`src/rtl/bit_align_ctrl.sv`:
```
// Per-lane bitslip controller: slips each deserializer lane until its error count
// stays below threshold for LOCK_WINDOWS consecutive observation windows.
module bit_align_ctrl #(
  parameter int NUM_CH        = 3,
  parameter int WINDOW_LEN    = 256,
  parameter int ERR_THRESH    = 32,
  parameter int SETTLE_CYCLES = 16,
  parameter int LOCK_WINDOWS  = 4,
  parameter int SLIP_MAX      = 10
) (
  input  logic                clk_1x_in,
  input  logic                reset_n_in,
  input  logic                enable_in,
  input  logic [NUM_CH-1:0]   error_in,
  output logic [NUM_CH-1:0]   slip_bit,
  output logic [NUM_CH-1:0]   sync_done,
  output logic                all_synced,
  output logic [4*NUM_CH-1:0] slip_count,
  output logic [NUM_CH-1:0]   align_err
);

  // state     | meaning
  // SEARCH    | counting errors per window, waiting for LOCK_WINDOWS good windows
  // SLIP      | one-cycle bitslip request to the deserializer
  // SETTLE    | error_in ignored while the deserializer realigns
  // LOCKED    | aligned; still watching for an error burst
  localparam logic [1:0] ST_SEARCH = 2'd0;
  localparam logic [1:0] ST_SLIP   = 2'd1;
  localparam logic [1:0] ST_SETTLE = 2'd2;
  localparam logic [1:0] ST_LOCKED = 2'd3;

  localparam int WW = $clog2(WINDOW_LEN);
  localparam int EW = $clog2(ERR_THRESH + 1);
  localparam int GW = $clog2(LOCK_WINDOWS + 1);
  localparam int SW = $clog2(SETTLE_CYCLES + 1);

  localparam logic [WW-1:0] WIN_LAST    = WW'(WINDOW_LEN - 1);
  localparam logic [EW-1:0] ERR_LAST    = EW'(ERR_THRESH - 1);
  localparam logic [GW-1:0] GOOD_LAST   = GW'(LOCK_WINDOWS - 1);
  localparam logic [SW-1:0] SETTLE_LOAD = SW'(SETTLE_CYCLES - 1);
  localparam logic [3:0]    SLIP_LAST   = 4'(SLIP_MAX - 1);

  logic all_synced_q;

  genvar k;
  generate
    for (k = 0; k < NUM_CH; k++) begin : g_ch
      logic [1:0]    state_q, state_d;
      logic [WW-1:0] win_q, win_d;
      logic [EW-1:0] err_q, err_d;
      logic [GW-1:0] good_q, good_d;
      logic [SW-1:0] settle_q, settle_d;
      logic [3:0]    slip_cnt_q, slip_cnt_d;
      logic          slip_q, slip_d;
      logic          sync_q, sync_d;
      logic          aerr_q, aerr_d;
      logic          locked_q, locked_d;
      logic          err_hit, win_end, slip_wrap;

      assign err_hit   = error_in[k] && (err_q == ERR_LAST);
      assign win_end   = (win_q == WIN_LAST);
      assign slip_wrap = (slip_cnt_q == SLIP_LAST);

      always_comb begin
        state_d    = state_q;
        win_d      = win_q;
        err_d      = err_q;
        good_d     = good_q;
        settle_d   = settle_q;
        slip_cnt_d = slip_cnt_q;
        slip_d     = 1'b0;
        sync_d     = sync_q;
        aerr_d     = aerr_q;
        locked_d   = locked_q;

        if (!enable_in) begin
          state_d  = ST_SEARCH;
          win_d    = '0;
          err_d    = '0;
          good_d   = '0;
          settle_d = '0;
          sync_d   = 1'b0;
        end else begin
          case (state_q)
            ST_SEARCH, ST_LOCKED: begin
              // threshold hit wins over a coincident window end
              if (err_hit) begin
                state_d    = ST_SLIP;
                slip_d     = 1'b1;
                sync_d     = 1'b0;
                win_d      = '0;
                err_d      = '0;
                good_d     = '0;
                slip_cnt_d = slip_wrap ? 4'd0 : slip_cnt_q + 4'd1;
                if (slip_wrap) begin
                  if (!locked_q) aerr_d = 1'b1;
                  locked_d = 1'b0;
                end
              end else if (win_end) begin
                win_d = '0;
                err_d = '0;
                if (state_q == ST_SEARCH) begin
                  if (good_q == GOOD_LAST) begin
                    state_d  = ST_LOCKED;
                    good_d   = '0;
                    sync_d   = 1'b1;
                    aerr_d   = 1'b0;
                    locked_d = 1'b1;
                  end else begin
                    good_d = good_q + GW'(1);
                  end
                end
              end else begin
                win_d = win_q + WW'(1);
                if (error_in[k]) err_d = err_q + EW'(1);
              end
            end
            ST_SLIP: begin
              state_d  = ST_SETTLE;
              settle_d = SETTLE_LOAD;
            end
            ST_SETTLE: begin
              if (settle_q == '0) begin
                state_d = ST_SEARCH;
                win_d   = '0;
                err_d   = '0;
              end else begin
                settle_d = settle_q - SW'(1);
              end
            end
            default: state_d = ST_SEARCH;
          endcase
        end
      end

      always_ff @(posedge clk_1x_in or negedge reset_n_in) begin
        if (!reset_n_in) begin
          state_q    <= ST_SEARCH;
          win_q      <= '0;
          err_q      <= '0;
          good_q     <= '0;
          settle_q   <= '0;
          slip_cnt_q <= '0;
          slip_q     <= 1'b0;
          sync_q     <= 1'b0;
          aerr_q     <= 1'b0;
          locked_q   <= 1'b0;
        end else begin
          state_q    <= state_d;
          win_q      <= win_d;
          err_q      <= err_d;
          good_q     <= good_d;
          settle_q   <= settle_d;
          slip_cnt_q <= slip_cnt_d;
          slip_q     <= slip_d;
          sync_q     <= sync_d;
          aerr_q     <= aerr_d;
          locked_q   <= locked_d;
        end
      end

      assign slip_bit[k]         = slip_q;
      assign sync_done[k]        = sync_q;
      assign align_err[k]        = aerr_q;
      assign slip_count[4*k +: 4] = slip_cnt_q;
    end
  endgenerate

  always_ff @(posedge clk_1x_in or negedge reset_n_in) begin
    if (!reset_n_in) all_synced_q <= 1'b0;
    else             all_synced_q <= &sync_done;
  end

  assign all_synced = all_synced_q;

endmodule

```
`config.mk`:
```
export PLATFORM = sky130hd
export DESIGN_NAME = bit_align_ctrl
export DESIGN_NICKNAME = d
export VERILOG_FILES = /design/src/rtl/bit_align_ctrl.sv
export SDC_FILE = /design/constraint.sdc
export NUM_CORES = 1
export LEC_CHECK = 0
export CORE_ASPECT_RATIO = 1.75
export CORE_MARGIN = 2
export CORE_UTILIZATION = 60
export CTS_CLUSTER_SIZE = 28
export DETAILED_ROUTE_END_ITERATION = 12
export PLACE_DENSITY = 0.79
export SYNTH_ARGS = -nofsm -noshare
export SYNTH_HDL_FRONTEND = slang
export SYNTH_SLANG_ARGS = --single-unit
```
`constraint.sdc`:
```
create_clock -name clk_1x_in -period 2.4 [get_ports clk_1x_in]
set_input_delay 0.36 -clock clk_1x_in [delete_from_list [all_inputs] [get_ports clk_1x_in]]
set_output_delay 0.36 -clock clk_1x_in [all_outputs]
set_load 0.01 [all_outputs]
```
==> flow_metrics.py, run 1 <==
metrics = {
    "status": {
        "outcome": "finished, final reports clean",
    },
    "routing": {
        "drt_iter0_drc": 200,
        "wirelength_um": 11370,
        "drtPass1Iterations": 4,
        "route.antenna.remaining_nets": 0,
        "avgRoutedWirePerCell_um": 15.92,
        "route.detailed.drc": 0,
        "viasPerCell": 6.000,
        "vias": 4284,
    },
    "setup_path": {
        "path_class": "reg2reg",
        "cp_slowest_cell": "or4b_4",
        "max_stage_delay_ns": 0.53,
        "crit_chain": "inv_1, ha_1, or4b_4, a22oi_4, o31ai_4, o21bai_1, a22o_1",
        "cp_data_required_time_ns": 2.63,
        "crit_path_max_fanout": 7,
        "critical_path_buf_inv_count": 1,
        "crit_path_end_kind": "register",
        "critPathLaunchType": "register",
        "crit_arrival_ns": 2.40,
        "cp_top_family": "compound AO/OA/AOI/OAI gates",
    },
    "floorplan": {
        "die_y_um": 129.3,
        "io_pins": 28,
        "core_area_um2": 8671,
        "die_w_um": 75.58,
        "row_count": 45,
        "die-area_um2": 9768,
        "initial_core_util_pct": 62.03,
    },
    "grt": {
        "grt_max_degree": 44,
        "grt_overflow": 0,
        "antenna_found_initial": 0,
        "grt_pass1_wl_um": 19440,
        "grt_usage_pct": 25.39,
        "first_global_vias": 4438,
    },
    "pwr": {
        "ir_worst_vdd_uv": 519.7,
        "powerDensity_nw_per_um2": 699.5,
        "swShare_pct": 27.39,
        "sequentialPowerShare_pct": 42.6,
        "p_leak_nw": 2.761,
        "power.internal_mw": 3.142,
        "p_clk_share_pct": 38.1,
        "power.switching_mw": 1.185,
        "pwr-share-comb_pct": 19.4,
    },
    "cells_and_area": {
        "layout.cells.non_filler": 714,
        "fillers": 697,
        "fin_nets": 622,
        "regArea_um2": 2427,
        "multi_input_area_um2": 2736,
        "antenna_cells": 0,
        "area_growth_pct": 15.00,
        "drive_gt1_share_pct": 9.883,
    },
    "cts": {
        "cts_tree": "yes",
        "clockBufferDepth": 2,
        "cts_made_buffers": 9,
        "clkSlewWorstSetupHoldPaths_ns": 0.07,
        "cts_root_buf": "clkbuf_16",
        "insertion_delay_ns": 0.34,
        "clkSinkCount": 97,
        "cts-htree-levels": 3,
    },
    "logic_synthesis": {
        "synth_area_um2": 5379,
        "synthTopCellsByCount": "dfrtp_1, nand2_1, o21ai_0",
        "synth_flop_cell": "dfrtp_1",
        "synth_most_common_cell": "dfrtp_1",
        "syn_area_per_cell_um2": 9.657,
        "async_flop_share_pct": 100.0,
        "synth_top_area_share_pct": 45.13,
        "synth.distinct_cells": 73,
        "synth_edf_count": 0,
        "synthCells": 557,
        "yosysWarningCount": 0,
        "synth.area.top_cells": "dfrtp_1, ha_1, o21ai_0",
        "synth-seq-cells": 97,
        "syn-num-nets": 587,
        "yosysTopAreaCell": "dfrtp_1",
        "ys_seq_area_share_pct": 45.13,
    },
    "sta": {
        "rsz0062_at_grt": "false",
        "hold_viol_final": 0,
        "layout_setup_ws_ns": 0.2269,
        "setup_violations": 0,
        "finalCritPeriodShare_pct": 90.55,
        "worst_hold_slack_ns": 0.002344,
        "clock_skew_ns": 0.007398,
        "maxSlewHeadroom_pct": 60.10,
        "setup_tns_ns": 0,
        "worst-slew-pin-transition_ns": 0.5948,
        "fin_crit_ns": 2.173,
        "fmax_ghz": 0.4602,
        "slew_violations": 0,
    },
    "place": {
        "dp.cells": 698,
        "dp.final_hpwl_um": 8425,
        "pre_cts_ws_ns": 0.03018,
        "io_buffer_count": 27,
        "gp_congestion": 0.8777,
    },
    "run": {
        "cap_violations": 0,
    },
    "min_path": {
        "hp-class": "in2async",
    },
}
registers in the layout, indices dropped and copies added, names as in the netlist:
name	count
all_synced	1
g_ch.aerr_q	3
g_ch.err_q	18
g_ch.good_q	9
g_ch.locked_q	3
g_ch.settle_q	15
g_ch.slip_cnt_q	12
g_ch.slip_q	3
g_ch.state_q	6
g_ch.sync_q	3
g_ch.win_q	24
metal layers:
metal / track usage, % / share of wire, %
met3: 4.277 / 1.8
met5: 0 / 0
met4: 8.772 / 1.6
met1: 28.25 / 41
met2: 47.01 / 56
layout make-up:
cell class	instances	share of cell area, %
timing repair buffer	48	7.079
inverter	25	1.517
clock inverter	6	1.699
sequential	97	39.24
tap	117	2.366
clock buffer	10	3.863
multi-input combinational	411	44.24
repair_timing:
item,in CTS,in global routing
gates resized for setup,0,1
setup buffers,0,0
hold buffers,0,0
setup endpoints to repair,0,2
path summary, 6_finish.rpt:
path | startpoint | end | slack (ns) | depth (start not counted)
setup / recovery | g_ch[0].settle_q[0] | g_ch[0].err_q[2] | 0.23 | 7
hold / removal | reset_n_in | g_ch[0].state_q[1] | 0.002 | 1
setup reg to reg | g_ch[0].settle_q[0] | g_ch[0].err_q[2] | 0.23 | 7
hold reg to reg | g_ch[1].slip_cnt_q[0] | g_ch[1].slip_cnt_q[0] | 0.49 | 1
max in group asynchronous | reset_n_in | g_ch[0].win_q[5] | 1.70 | 2
min in group clk_1x_in | g_ch[1].slip_cnt_q[0] | g_ch[1].slip_cnt_q[0] | 0.49 | 1
cell families (layout without fill, tap and decap cells):
| kind of cell | count (synthesis) | in the layout | synth area share (%) |
|---|---|---|---|
| adders and majority gates | 24 | 24 | 5.583 |
| AOI/OAI and AO/OA | 139 | 139 | 18.94 |
| DFF | 97 | 97 | 45.13 |
| xor gates and xnor gates | 16 | 16 | 2.605 |
| and+or+nand+nor | 225 | 225 | 22.24 |
| buffers and inverters | 49 | 89 | 4.117 |
| muxes | 7 | 7 | 1.396 |
power groups by stage:
stage | clock [mW] | combinational (mW) | sequential, mW
detailed placement | 0 | 0.828 | 1.87
CTS | 1.67 | 0.838 | 1.84
global route | 1.76 | 0.940 | 1.86
floorplan | 0 | 0.596 | 1.84
finish | 1.65 | 0.839 | 1.84
global placement | 0 | 0.787 | 1.86
stage by stage:
stage               cell area, um^2  total power [mW]  utilization (%)
global placement               5836             2.649            67.30
floorplan                      5379             2.440                -
detailed placement             5836             2.698            67.30
finish                         6186             4.327            71.34
global route                   6186             4.551            71.34
CTS                            6180             4.349            71.27
placed cells by master (no fill, tap or decap), types with 3 or more instances in the layout:
cell type / n
dfrtp_1: 97
nand2_1: 53
o21ai_0: 41
nor2_1: 39
clkdlybuf4s50_1: 26
inv_1: 24
nand2b_1: 24
nand3_1: 24
ha_1: 24
buf_4: 21
nor3_1: 19
a21oi_1: 14
and3_1: 12
a22o_1: 12
nor2b_1: 10
o31ai_1: 10
clkbuf_16: 9
xnor2_1: 8
xor2_1: 8
or3_1: 6
nor4_1: 6
a211oi_1: 6
nand3b_1: 5
and2_1: 5
a21o_1: 5
a31oi_1: 5
a311oi_1: 5
nand4_1: 4
or4_1: 4
nand4b_1: 3
a22oi_1: 3
o21bai_1: 3
o2bb2ai_1: 3
o221a_2: 3
mux2i_1: 3
mux2_2: 3
a32o_1: 3
bufinv_16: 3
clkinv_2: 3
Note: power is estimated with default switching activity, not from simulation.
==> run 2: changes to the inputs <==
- clock period: 2.4 -> 2 ns (I/O delays scaled with it)
==> flow_metrics.py, run 2 (synthesis results as in run 1) <==
metrics = {
    "cells_and_area": {
        "final_cell_mix": "dfrtp_1, buf_4, nand2_1, o21ai_0, nor2_1",
        "antenna_cells": 0,
        "fin_nets": 680,
        "fillers": 582,
        "layout.cells.non_filler": 771,
        "largest-register": "g_ch.win_q",
        "reg_top3": "g_ch.win_q: 24 flops, g_ch.err_q: 18 flops, g_ch.settle_q: 15 flops",
        "largest_reg_flops": 24,
        "drive_gt1_share_pct": 21.10,
        "fin_area_um2": 6719,
        "layout_commonest_cell": "dfrtp_1",
        "area_growth_pct": 24.91,
    },
    "floorplan": {
        "die-area_um2": 9768,
        "die_w_um": 75.58,
        "row_count": 45,
        "core_area_um2": 8671,
        "io_pins": 28,
        "die_y_um": 129.3,
        "initial_core_util_pct": 62.03,
    },
    "setup_path": {
        "crit_path_max_fanout": 7,
        "crit_chain": "inv_1, ha_2, or4b_4, a22oi_4, o31ai_4, o21bai_1, a22o_1",
        "cp_data_required_time_ns": 2.24,
        "max_stage_delay_ns": 0.51,
        "critPathLaunchType": "register",
        "critical_path_buf_inv_count": 1,
        "cp_top_family": "compound AO/OA/AOI/OAI gates",
        "crit_path_end_kind": "register",
        "cp_slowest_cell": "or4b_4",
        "rrSetupSlack_ns": -0.02,
        "crit_arrival_ns": 2.26,
        "path_class": "reg2reg",
    },
    "place": {
        "dp.cells": 742,
        "io_buffer_count": 27,
        "postPlaceCellArea_um2": 6166,
        "dp.final_hpwl_um": 8970,
        "gp_congestion": 0.8894,
    },
    "sta": {
        "worst-slew-pin-transition_ns": 0.4358,
        "clock_skew_ns": 0.006841,
        "fmax_ghz": 0.4956,
        "layout_setup_ws_ns": -0.01786,
        "slew_violations": 0,
        "rsz0062_at_grt": "true",
        "setup_violations": 2,
        "finalCritPeriodShare_pct": 100.9,
        "hold_viol_final": 0,
        "maxSlewHeadroom_pct": 70.95,
        "fin_crit_ns": 2.018,
    },
    "grt": {
        "grt_pass1_wl_um": 20620,
        "grt_overflow": 0,
        "grt_max_degree": 40,
        "antenna_found_initial": 0,
        "grt_usage_pct": 27.34,
        "first_global_vias": 4667,
    },
    "min_path": {
        "hp-class": "in2async",
    },
    "pwr": {
        "p_leak_nw": 3.062,
        "pwr-share-comb_pct": 23.4,
        "powerDensity_nw_per_um2": 785.2,
        "p_clk_share_pct": 34.8,
        "swShare_pct": 28.65,
        "ir_worst_vdd_uv": 578.2,
        "sequentialPowerShare_pct": 41.8,
        "power.internal_mw": 3.764,
        "power.switching_mw": 1.511,
    },
    "cts": {
        "insertion_delay_ns": 0.36,
        "clockBufferDepth": 2,
        "clkSinkCount": 97,
        "clkSlewWorstSetupHoldPaths_ns": 0.07,
        "cts_root_buf": "clkbuf_16",
        "cts_made_buffers": 9,
        "cts_tree": "yes",
        "cts-htree-levels": 3,
    },
    "routing": {
        "avgRoutedWirePerCell_um": 16.82,
        "route.antenna.remaining_nets": 0,
        "drtPass1Iterations": 4,
        "drt_iter0_drc": 223,
        "vias": 4640,
        "viasPerCell": 6.018,
        "wirelength_um": 12970,
        "route.detailed.drc": 0,
    },
    "status": {
        "failed_checks": "negative setup slack",
        "outcome": "finished with violations",
    },
    "run": {
        "cap_violations": 0,
    },
}
run 2: cell types whose count changed in the layout (fill, tap and decap cells not counted), sizes merged:
cell | previous run | this run
bufinv | 3 | 1
clkbuf | 10 | 13
dlygate4sd3 | 0 | 1
buf | 22 | 79
clkinv | 4 | 2
run 2: per-stage QoR:
step | total power [mW] | TNS (ns) | hold WS [ns] | worst slack [ns] | utilization, %
after floorplan | 2.928 | 0 | 0.004409 | 0.003747 | -
after global placement | 3.258 | -1.909 | 0.2530 | -0.1275 | 71.11
after detailed placement | 3.317 | -3.633 | 0.2553 | -0.1689 | 71.11
after CTS | 5.182 | -0.03916 | 0.4275 | -0.02891 | 75.69
after global routing | 5.520 | -1.086 | 0.4732 | -0.1206 | 77.49
final | 5.276 | -0.03032 | 0.4160 | -0.01786 | 77.49
run 2: repair_timing:
item                       CTS  global route
resized for setup            3            29
setup buffers                5             8
hold buffers                 1             0
setup endpoints to repair   14            43
hold endpoints to repair    27             0
pin swaps                    1             6
run 2: final cells by class:
class                   count  area [um^2]  share of cell area [%]
inverters                  25        93.84                   1.397
flip-flops and latches     97         2427                   36.13
clock buffers              13        280.3                   4.171
multi-input cells         411         2840                   42.27
repair buffers            106        895.9                   13.33
clock inverters             2        35.03                  0.5214
well taps                 117        146.4                   2.179
run 2: final timing paths:
| kind | startpoint | endpoint | depth (start not counted) |
|---|---|---|---|
| min | reset_n_in | g_ch[0].err_q[0] | 2 |
| max reg2reg | g_ch[0].settle_q[1] | g_ch[0].err_q[2] | 7 |
| max | g_ch[0].settle_q[1] | g_ch[0].err_q[2] | 7 |
| min reg2reg | g_ch[1].slip_cnt_q[0] | g_ch[1].slip_cnt_q[0] | 1 |
| min in group clk_1x_in | g_ch[1].slip_cnt_q[0] | g_ch[1].slip_cnt_q[0] | 1 |
| max in group asynchronous | reset_n_in | g_ch[0].win_q[0] | 3 |
run 2: worst register-to-register path, delay by kind of cell, from the launching register on:
family | cells | cell delay (ns)
buffers and inverters | 1 | 0.07
AOI/OAI and AO/OA | 4 | 0.77
and+or+nand+nor | 1 | 0.51
DFF | 1 | 0.38
adders and majority gates | 1 | 0.17
run 2: power groups by stage:
| stage | sequential [mW] | combinational (mW) | clock (mW) |
|---|---|---|---|
| after floorplan | 2.21 | 0.715 | 0 |
| after global routing | 2.22 | 1.37 | 1.93 |
| after detailed placement | 2.24 | 1.08 | 0 |
| after CTS | 2.21 | 1.13 | 1.85 |
| final | 2.20 | 1.24 | 1.84 |
| after global placement | 2.23 | 1.03 | 0 |
run 2: routing by layer:
| layer | global-route usage, % | vias up | wire (um) |
|---|---|---|---|
| met5 | 0 | - | 0 |
| met4 | 14.24 | 0 | 388 |
| met3 | 3.421 | 34 | 329 |
| met2 | 49.97 | 88 | 7353 |
| met1 | 29.46 | 2316 | 4900 |
| li1 | - | 2202 | - |
